===== src/rtl/reg_wb_arbiter.sv =====
// reg_wb_arbiter: shares the single register-file write port between the
// ALU write-back path (requester 0) and the load/multi-cycle path
// (requester 1). Each requester feeds a small FIFO. A round-robin arbiter
// drains one head per cycle into registered we3/ad3/wd3 outputs. A mask of
// pending destination registers is exported for decode-stage hazard logic.

// ---------------------------------------------------------------------------
// reg_wb_fifo: per-requester queue of {addr, data} write-back entries.
// The ready output is a flop. It reflects post-edge occupancy, so a FIFO
// that is full at an edge never accepts at that edge, even if it also pops.
// ---------------------------------------------------------------------------
module reg_wb_fifo #(
  parameter int ADDR_WIDTH = 5,
  parameter int DATA_WIDTH = 32,
  parameter int FIFO_DEPTH = 2
) (
  input  logic                       clk_i,
  input  logic                       rst_n_i,
  input  logic                       push_valid_i,
  input  logic [ADDR_WIDTH-1:0]      push_addr_i,
  input  logic [DATA_WIDTH-1:0]      push_data_i,
  input  logic                       pop_i,
  output logic                       ready_o,
  output logic                       empty_o,
  output logic [ADDR_WIDTH-1:0]      head_addr_o,
  output logic [DATA_WIDTH-1:0]      head_data_o,
  output logic [2**ADDR_WIDTH-1:0]   mask_o
);

  localparam int PW = $clog2(FIFO_DEPTH);

  logic [ADDR_WIDTH-1:0] addr_mem [FIFO_DEPTH];
  logic [DATA_WIDTH-1:0] data_mem [FIFO_DEPTH];

  logic [PW-1:0] rd_ptr_q;
  logic [PW-1:0] wr_ptr_q;
  logic [PW:0]   count_q;
  logic [PW:0]   count_d;
  logic          ready_q;
  logic          push;

  // A push only happens when the registered ready was already high.
  assign push = push_valid_i && ready_q;

  // Distance of a storage slot from the read pointer. The subtraction wraps
  // naturally because the depth is a power of two.
  function automatic logic [PW-1:0] slot_age(input int slot);
    return PW'(slot) - rd_ptr_q;
  endfunction

  // Next occupancy from this edge's push and pop.
  always_comb begin
    // NOTE: every always_comb output gets a default first so no path leaves it unassigned (no latch).
    count_d = count_q;
    if (push && !pop_i) begin
      count_d = count_q + 1'b1;
    end else if (pop_i && !push) begin
      count_d = count_q - 1'b1;
    end
  end

  // Pointer, occupancy and ready registers.
  always_ff @(posedge clk_i or negedge rst_n_i) begin
    if (!rst_n_i) begin
      // NOTE: sequential state uses non-blocking assignments so every flop samples pre-edge values.
      rd_ptr_q <= '0;
      wr_ptr_q <= '0;
      count_q  <= '0;
      ready_q  <= 1'b0;
    end else begin
      if (push) begin
        wr_ptr_q <= wr_ptr_q + 1'b1;
      end
      if (pop_i) begin
        rd_ptr_q <= rd_ptr_q + 1'b1;
      end
      count_q <= count_d;
      ready_q <= (count_d < (PW+1)'(FIFO_DEPTH));
      assert (!pop_i || count_q != '0)
        else $error("reg_wb_fifo: pop from empty queue");
    end
  end

  // Entry storage.
  always_ff @(posedge clk_i) begin
    // NOTE: storage has no reset; occupancy decides which slots are meaningful, so stale contents are never observed.
    if (push) begin
      addr_mem[wr_ptr_q] <= push_addr_i;
      data_mem[wr_ptr_q] <= push_data_i;
    end
  end

  assign ready_o     = ready_q;
  assign empty_o     = (count_q == '0);
  assign head_addr_o = addr_mem[rd_ptr_q];
  assign head_data_o = data_mem[rd_ptr_q];

  // One-hot OR of the destination of every occupied slot.
  always_comb begin
    mask_o = '0;
    for (int i = 0; i < FIFO_DEPTH; i++) begin
      if ({1'b0, slot_age(i)} < count_q) begin
        mask_o[addr_mem[i]] = 1'b1;
      end
    end
  end

endmodule

// ---------------------------------------------------------------------------
// reg_wb_arbiter: top level.
// ---------------------------------------------------------------------------
module reg_wb_arbiter #(
  parameter int ADDR_WIDTH = 5,
  parameter int DATA_WIDTH = 32,
  parameter int FIFO_DEPTH = 2
) (
  input  logic                      clk_i,
  input  logic                      rst_n_i,
  input  logic                      r0_valid_i,
  output logic                      r0_ready_o,
  input  logic [ADDR_WIDTH-1:0]     r0_addr_i,
  input  logic [DATA_WIDTH-1:0]     r0_data_i,
  input  logic                      r1_valid_i,
  output logic                      r1_ready_o,
  input  logic [ADDR_WIDTH-1:0]     r1_addr_i,
  input  logic [DATA_WIDTH-1:0]     r1_data_i,
  output logic                      we3_o,
  output logic [ADDR_WIDTH-1:0]     ad3_o,
  output logic [DATA_WIDTH-1:0]     wd3_o,
  output logic [2**ADDR_WIDTH-1:0]  pend_mask_o
);

  localparam int NREG = 2**ADDR_WIDTH;

  logic                  empty0;
  logic                  empty1;
  logic [ADDR_WIDTH-1:0] head_addr0;
  logic [ADDR_WIDTH-1:0] head_addr1;
  logic [DATA_WIDTH-1:0] head_data0;
  logic [DATA_WIDTH-1:0] head_data1;
  logic [NREG-1:0]       mask0;
  logic [NREG-1:0]       mask1;

  logic                  gnt_valid;
  logic                  gnt_sel;     // 0: requester 0, 1: requester 1
  logic                  pop0;
  logic                  pop1;
  logic [ADDR_WIDTH-1:0] gnt_addr;
  logic [DATA_WIDTH-1:0] gnt_data;

  logic                  last_q;      // requester granted most recently
  logic                  we3_q;
  logic [ADDR_WIDTH-1:0] ad3_q;
  logic [DATA_WIDTH-1:0] wd3_q;

  reg_wb_fifo #(
    .ADDR_WIDTH (ADDR_WIDTH),
    .DATA_WIDTH (DATA_WIDTH),
    .FIFO_DEPTH (FIFO_DEPTH)
  ) u_fifo0 (
    .clk_i        (clk_i),
    .rst_n_i      (rst_n_i),
    .push_valid_i (r0_valid_i),
    .push_addr_i  (r0_addr_i),
    .push_data_i  (r0_data_i),
    .pop_i        (pop0),
    .ready_o      (r0_ready_o),
    .empty_o      (empty0),
    .head_addr_o  (head_addr0),
    .head_data_o  (head_data0),
    .mask_o       (mask0)
  );

  reg_wb_fifo #(
    .ADDR_WIDTH (ADDR_WIDTH),
    .DATA_WIDTH (DATA_WIDTH),
    .FIFO_DEPTH (FIFO_DEPTH)
  ) u_fifo1 (
    .clk_i        (clk_i),
    .rst_n_i      (rst_n_i),
    .push_valid_i (r1_valid_i),
    .push_addr_i  (r1_addr_i),
    .push_data_i  (r1_data_i),
    .pop_i        (pop1),
    .ready_o      (r1_ready_o),
    .empty_o      (empty1),
    .head_addr_o  (head_addr1),
    .head_data_o  (head_data1),
    .mask_o       (mask1)
  );

  // Round-robin grant from FIFO state only; a tie goes to the requester not granted last.
  always_comb begin
    gnt_valid = 1'b0;
    gnt_sel   = 1'b0;
    if (!empty0 && !empty1) begin
      gnt_valid = 1'b1;
      gnt_sel   = ~last_q;
    end else if (!empty0) begin
      gnt_valid = 1'b1;
      gnt_sel   = 1'b0;
    end else if (!empty1) begin
      gnt_valid = 1'b1;
      gnt_sel   = 1'b1;
    end
  end

  assign pop0     = gnt_valid && !gnt_sel;
  assign pop1     = gnt_valid &&  gnt_sel;
  assign gnt_addr = gnt_sel ? head_addr1 : head_addr0;
  assign gnt_data = gnt_sel ? head_data1 : head_data0;

  // Round-robin history; moves only when something is granted.
  always_ff @(posedge clk_i or negedge rst_n_i) begin
    if (!rst_n_i) begin
      last_q <= 1'b1;
    end else if (gnt_valid) begin
      last_q <= gnt_sel;
    end
  end

  // Registered write port. Writes to x0 are popped but never enabled.
  always_ff @(posedge clk_i or negedge rst_n_i) begin
    if (!rst_n_i) begin
      we3_q <= 1'b0;
      ad3_q <= '0;
      wd3_q <= '0;
    end else if (gnt_valid) begin
      we3_q <= (gnt_addr != '0);
      ad3_q <= gnt_addr;
      wd3_q <= gnt_data;
    end else begin
      we3_q <= 1'b0;
    end
  end

  assign we3_o = we3_q;
  assign ad3_o = ad3_q;
  assign wd3_o = wd3_q;

  // Pending mask from flops only: queued entries plus the write on the port; x0 never pends.
  always_comb begin
    pend_mask_o = mask0 | mask1;
    if (we3_q) begin
      pend_mask_o[ad3_q] = 1'b1;
    end
    pend_mask_o[0] = 1'b0;
  end

endmodule


===== config.mk =====
export PLATFORM = sky130hd
export DESIGN_NAME = reg_wb_arbiter
export DESIGN_NICKNAME = d
export VERILOG_FILES = /design/src/rtl/reg_wb_arbiter.sv
export SDC_FILE = /design/constraint.sdc
export NUM_CORES = 1
export LEC_CHECK = 0
export CAP_MARGIN = 20
export CORE_ASPECT_RATIO = 0.6
export CORE_MARGIN = 2
export CORE_UTILIZATION = 55
export CTS_CLUSTER_SIZE = 16
export DETAILED_ROUTE_END_ITERATION = 16
export HOLD_SLACK_MARGIN = 0.15
export PLACE_DENSITY = 0.83
export SYNTH_ARGS = -nofsm -noshare
export SYNTH_HDL_FRONTEND = slang
export SYNTH_SLANG_ARGS = --single-unit

===== constraint.sdc =====
create_clock -name clk_i -period 5 [get_ports clk_i]
set_clock_uncertainty 0.1 [all_clocks]
set_input_delay 0.75 -clock clk_i [delete_from_list [all_inputs] [get_ports clk_i]]
set_output_delay 0.75 -clock clk_i [all_outputs]
set_load 0.01 [all_outputs]

==> metrics.md <==
| Metric | Value |
|---|---|
| FF-to-FF setup slack | 1.84 ns |
| Fin. max-slew vios | 0 |
| Netlist cell types | 53 |
| Final Setup Violations | 0 |
| Post-DP HPWL | 18300 µm |
| Synth Area in Simple Gates | 11.9% |
| Clk buf depth | 2 |
| Area of the core | 16200 µm² |
| Slew headroom | 29.0% |
| Syn nets | 810 |
| Max rail drop VDD | 0.379 mV |
| Commonest cells after routing, fill and taps aside | edfxtp_1 (148), clkdlybuf4s50_1 (147), nand2_1 (60) |
| Sequential fraction of the synthesis area | 62.6% |
| Row cnt | 36 |
| Top cell type's share of synthesized area | 49.1% |
| RSZ-0062 raised after global routing | false |
| Syn Area/Cell | 12.5 µm² |
| Number of gates resized after CTS | 0 |
| Post-Synth Adder-Cell Area | 0.829% |
| Drt pass-1 iters | 5 |
| CP Data Required Time | 4.15 ns |
| GPL Wtd Cong | 0.962 |
| Die X | 170 µm |
| First DRT Iteration DRCs | 835 |
| Leak | 4.05 nW |
| Final Cycle Share | 75.1% |
| Number of global-route vias before repair | 6679 |
| First-pass GRT wire length | 39500 µm |
| Initial Util | 56.0% |
| H-tree Lvls | 4 |
| Final TNS setup | 0 ns |
| Dominant cells by area after synthesis | edfxtp_1 (49%), dfrtp_1 (13%), mux2_2 (4.2%) |
| Wire length per cell | 25.4 µm |
| Largest area contributor in the netlist | edfxtp_1 |
| Clock slew at reported path FFs | 0.08 ns |
| Total power | 0.00691 W |
| Synthesized cell area | 9060 µm² |
| Synth Area in XOR/XNOR | 0.387% |
| Worst slew pin tran | 1.06 ns |
| Die area | 17500 µm² |
| Cell count after synthesis | 726 |
| Largest family of logic cells by synthesized area | compound AO/OA/AOI/OAI gates |
| Clock latency on the worst-skew pair | 0.43 ns |
| Root Driver | clkbuf_16 |
| Antenna violations before repair | 4 |
| Ys async rst share | 24.9% |
| Final worst path period need | 3.75 ns |
| Worst Path Max Fanout | 8 |
| Fmax achieved | 266 MHz |
| Final #Nets | 935 |
| Crit path kind | register to primary output |
| WP data arrival | 2.90 ns |
| Most used DFF post-synth | edfxtp_1 |
| Grt ovf | 0 |
| Multi-input logic area | 3100 µm² |
| Worst Setup End Kind | primary output |
| Crit-path cells | nor2b_4, o211ai_1, o22ai_1, or3_1, clkdlybuf4s50_1 |
| Largest net degree at the start of global routing | 77 |
| Num CTS Buffers | 17 |
| Synth Area in Compound Gates | 12.6% |
| CTS tree | built |
| DRC | 0 |
| Worst min path class | input pin to async pin |
| Share of cells above drive strength 1 | 11.7% |
| Reg area | 5670 µm² |
| Post-synthesis mux area share | 8.21% |
| Max_cap viols | 0 |
| Commonest non-fill, non-tap cell in the layout | edfxtp_1 |
| Fill count | 1080 |
| Pwr/cell area | 610 nW/µm² |
| # IOs | 150 |
| Total number of vias | 6963 |
| CTS Sinks | 197 |
| YS warnings | 0 |
| Final WL | 27300 µm |
| Hold Buf Count CTS | 0 |
| Die Height | 103 µm |
| Run status | finished, final reports clean |
| Overall routing resource usage | 31.0% |
| Synthesized flop and latch total | 197 |
| Post-synth EDFFs | 148 |
| Final hold viol count | 0 |
| Crit path largest cell delay | 0.78 ns |
| Worst-path cell with the longest stage delay | o211ai_1 |
| Area added between synthesis and finish | 25.1% |
| Via density | 6.48 |
| Element type at the critical path start | register |
| PortBufs | 148 |
| Setup bufs post-CTS | 0 |
| Post-route ant nets | 0 |
[final cells by class]
| cell class | count | area share, % |
|---|---|---|
| Antenna cell | 1 | 0.0221 |
| Clock buffer | 18 | 3.88 |
| Clock inverter | 14 | 1.56 |
| Inverter | 23 | 0.762 |
| Multi-Input combinational cell | 454 | 27.4 |
| Sequential cell | 197 | 50.1 |
| Tap cell | 209 | 2.31 |
| Timing Repair Buffer | 158 | 14.0 |
[routing by layer]
layer / vias to the layer above / GRT usage (%) / wire length (µm) / part of all wire, %
li1: 3025 / - / - / -
met1: 3420 / 45.0 / 11500 / 42
met2: 464 / 45.7 / 11900 / 43
met3: 48 / 10.0 / 3570 / 13
met4: 6 / 7.56 / 323 / 1.2
met5: - / 0 / 38 / 0.14
[cell families after synthesis]
group                    Yosys count
flip-flops                       197
AO/OA/AOI/OAI                    173
other                              1
AND/OR/NAND/NOR                  200
adder cells (fa/ha/maj)            6
XOR/XNOR                           4
buffers and inverters             75
multiplexers                      70
[synth_stat cells (all sizes together), types with 2 or more instances]
cell,instances
nor4,13
nor2b,4
dfrtp,48
a211oi,2
a21o,2
and3,4
and3b,6
o22a,15
nor3b,7
xnor2,4
buf,17
or4,2
nor2,19
edfxtp,148
or3b,7
mux2,34
a22oi,15
inv,23
o211ai,22
clkbuf,35
mux2i,36
or3,13
a22o,5
o21ai,47
o221ai,4
nand3,9
nor3,37
nand2,60
o22ai,18
ha,6
a21oi,35
nand3b,15
[worst max-delay path: cells and delay by family, from the launching register on]
family	cells	cell delay [ns]
buffers and inverters	1	0.54
DFF	1	0.45
and+or+nand+nor	2	0.56
AOI/OAI and AO/OA	2	0.92
[stage by stage]
step	worst slack (ns)	instance area [µm²]	hold WS, ns	util [%]	instances
2_1_floorplan	2.04	9060	0.354	-	726
3_3_place_gp	1.70	10700	0.365	65.9	1039
3_5_place_dp	1.76	10700	0.370	66.1	1040
4_1_cts	1.31	11300	0.363	69.9	1072
5_1_grt	1.11	11300	0.379	70.0	1073
6_report	1.25	11300	0.328	70.1	1074
[worst paths after layout]
| check | start | to | cells after the start |
|---|---|---|---|
| worst min register to register | wd3_o[7] | wd3_o[7] | 2 |
| worst min-delay path | rst_n_i | wd3_o[13] | 2 |
| worst max-delay path | u_fifo0.count_q[0] | pend_mask_o[3] | 5 |
| worst max register to register | u_fifo1.count_q[1] | u_fifo0.ready_o | 12 |
| min in group clk_i | wd3_o[7] | wd3_o[7] | 2 |
| max in group asynchronous | rst_n_i | u_fifo0.rd_ptr_q | 2 |
[flip-flops by register name, indices dropped and copies added (netlist names), 2 cells and up]
| name | cells |
|---|---|
| wd3_o | 32 |
| ad3_o | 5 |
| u_fifo0.count_q | 2 |
| u_fifo1.addr_mem | 10 |
| u_fifo0.addr_mem | 10 |
| u_fifo1.data_mem | 64 |
| u_fifo0.data_mem | 64 |
| u_fifo1.count_q | 2 |
[report_power, final]
group / leakage (nW) / internal (W) / total (W) / switching, W
clock: 0.302 / 0.000735 / 0.00141 / 0.000674
sequential: 1.95 / 0.00226 / 0.00264 / 0.000385
combinational: 1.80 / 0.00120 / 0.00286 / 0.00166
total: 4.05 / 0.00419 / 0.00691 / 0.00272
(Power assumes the default switching activity.)
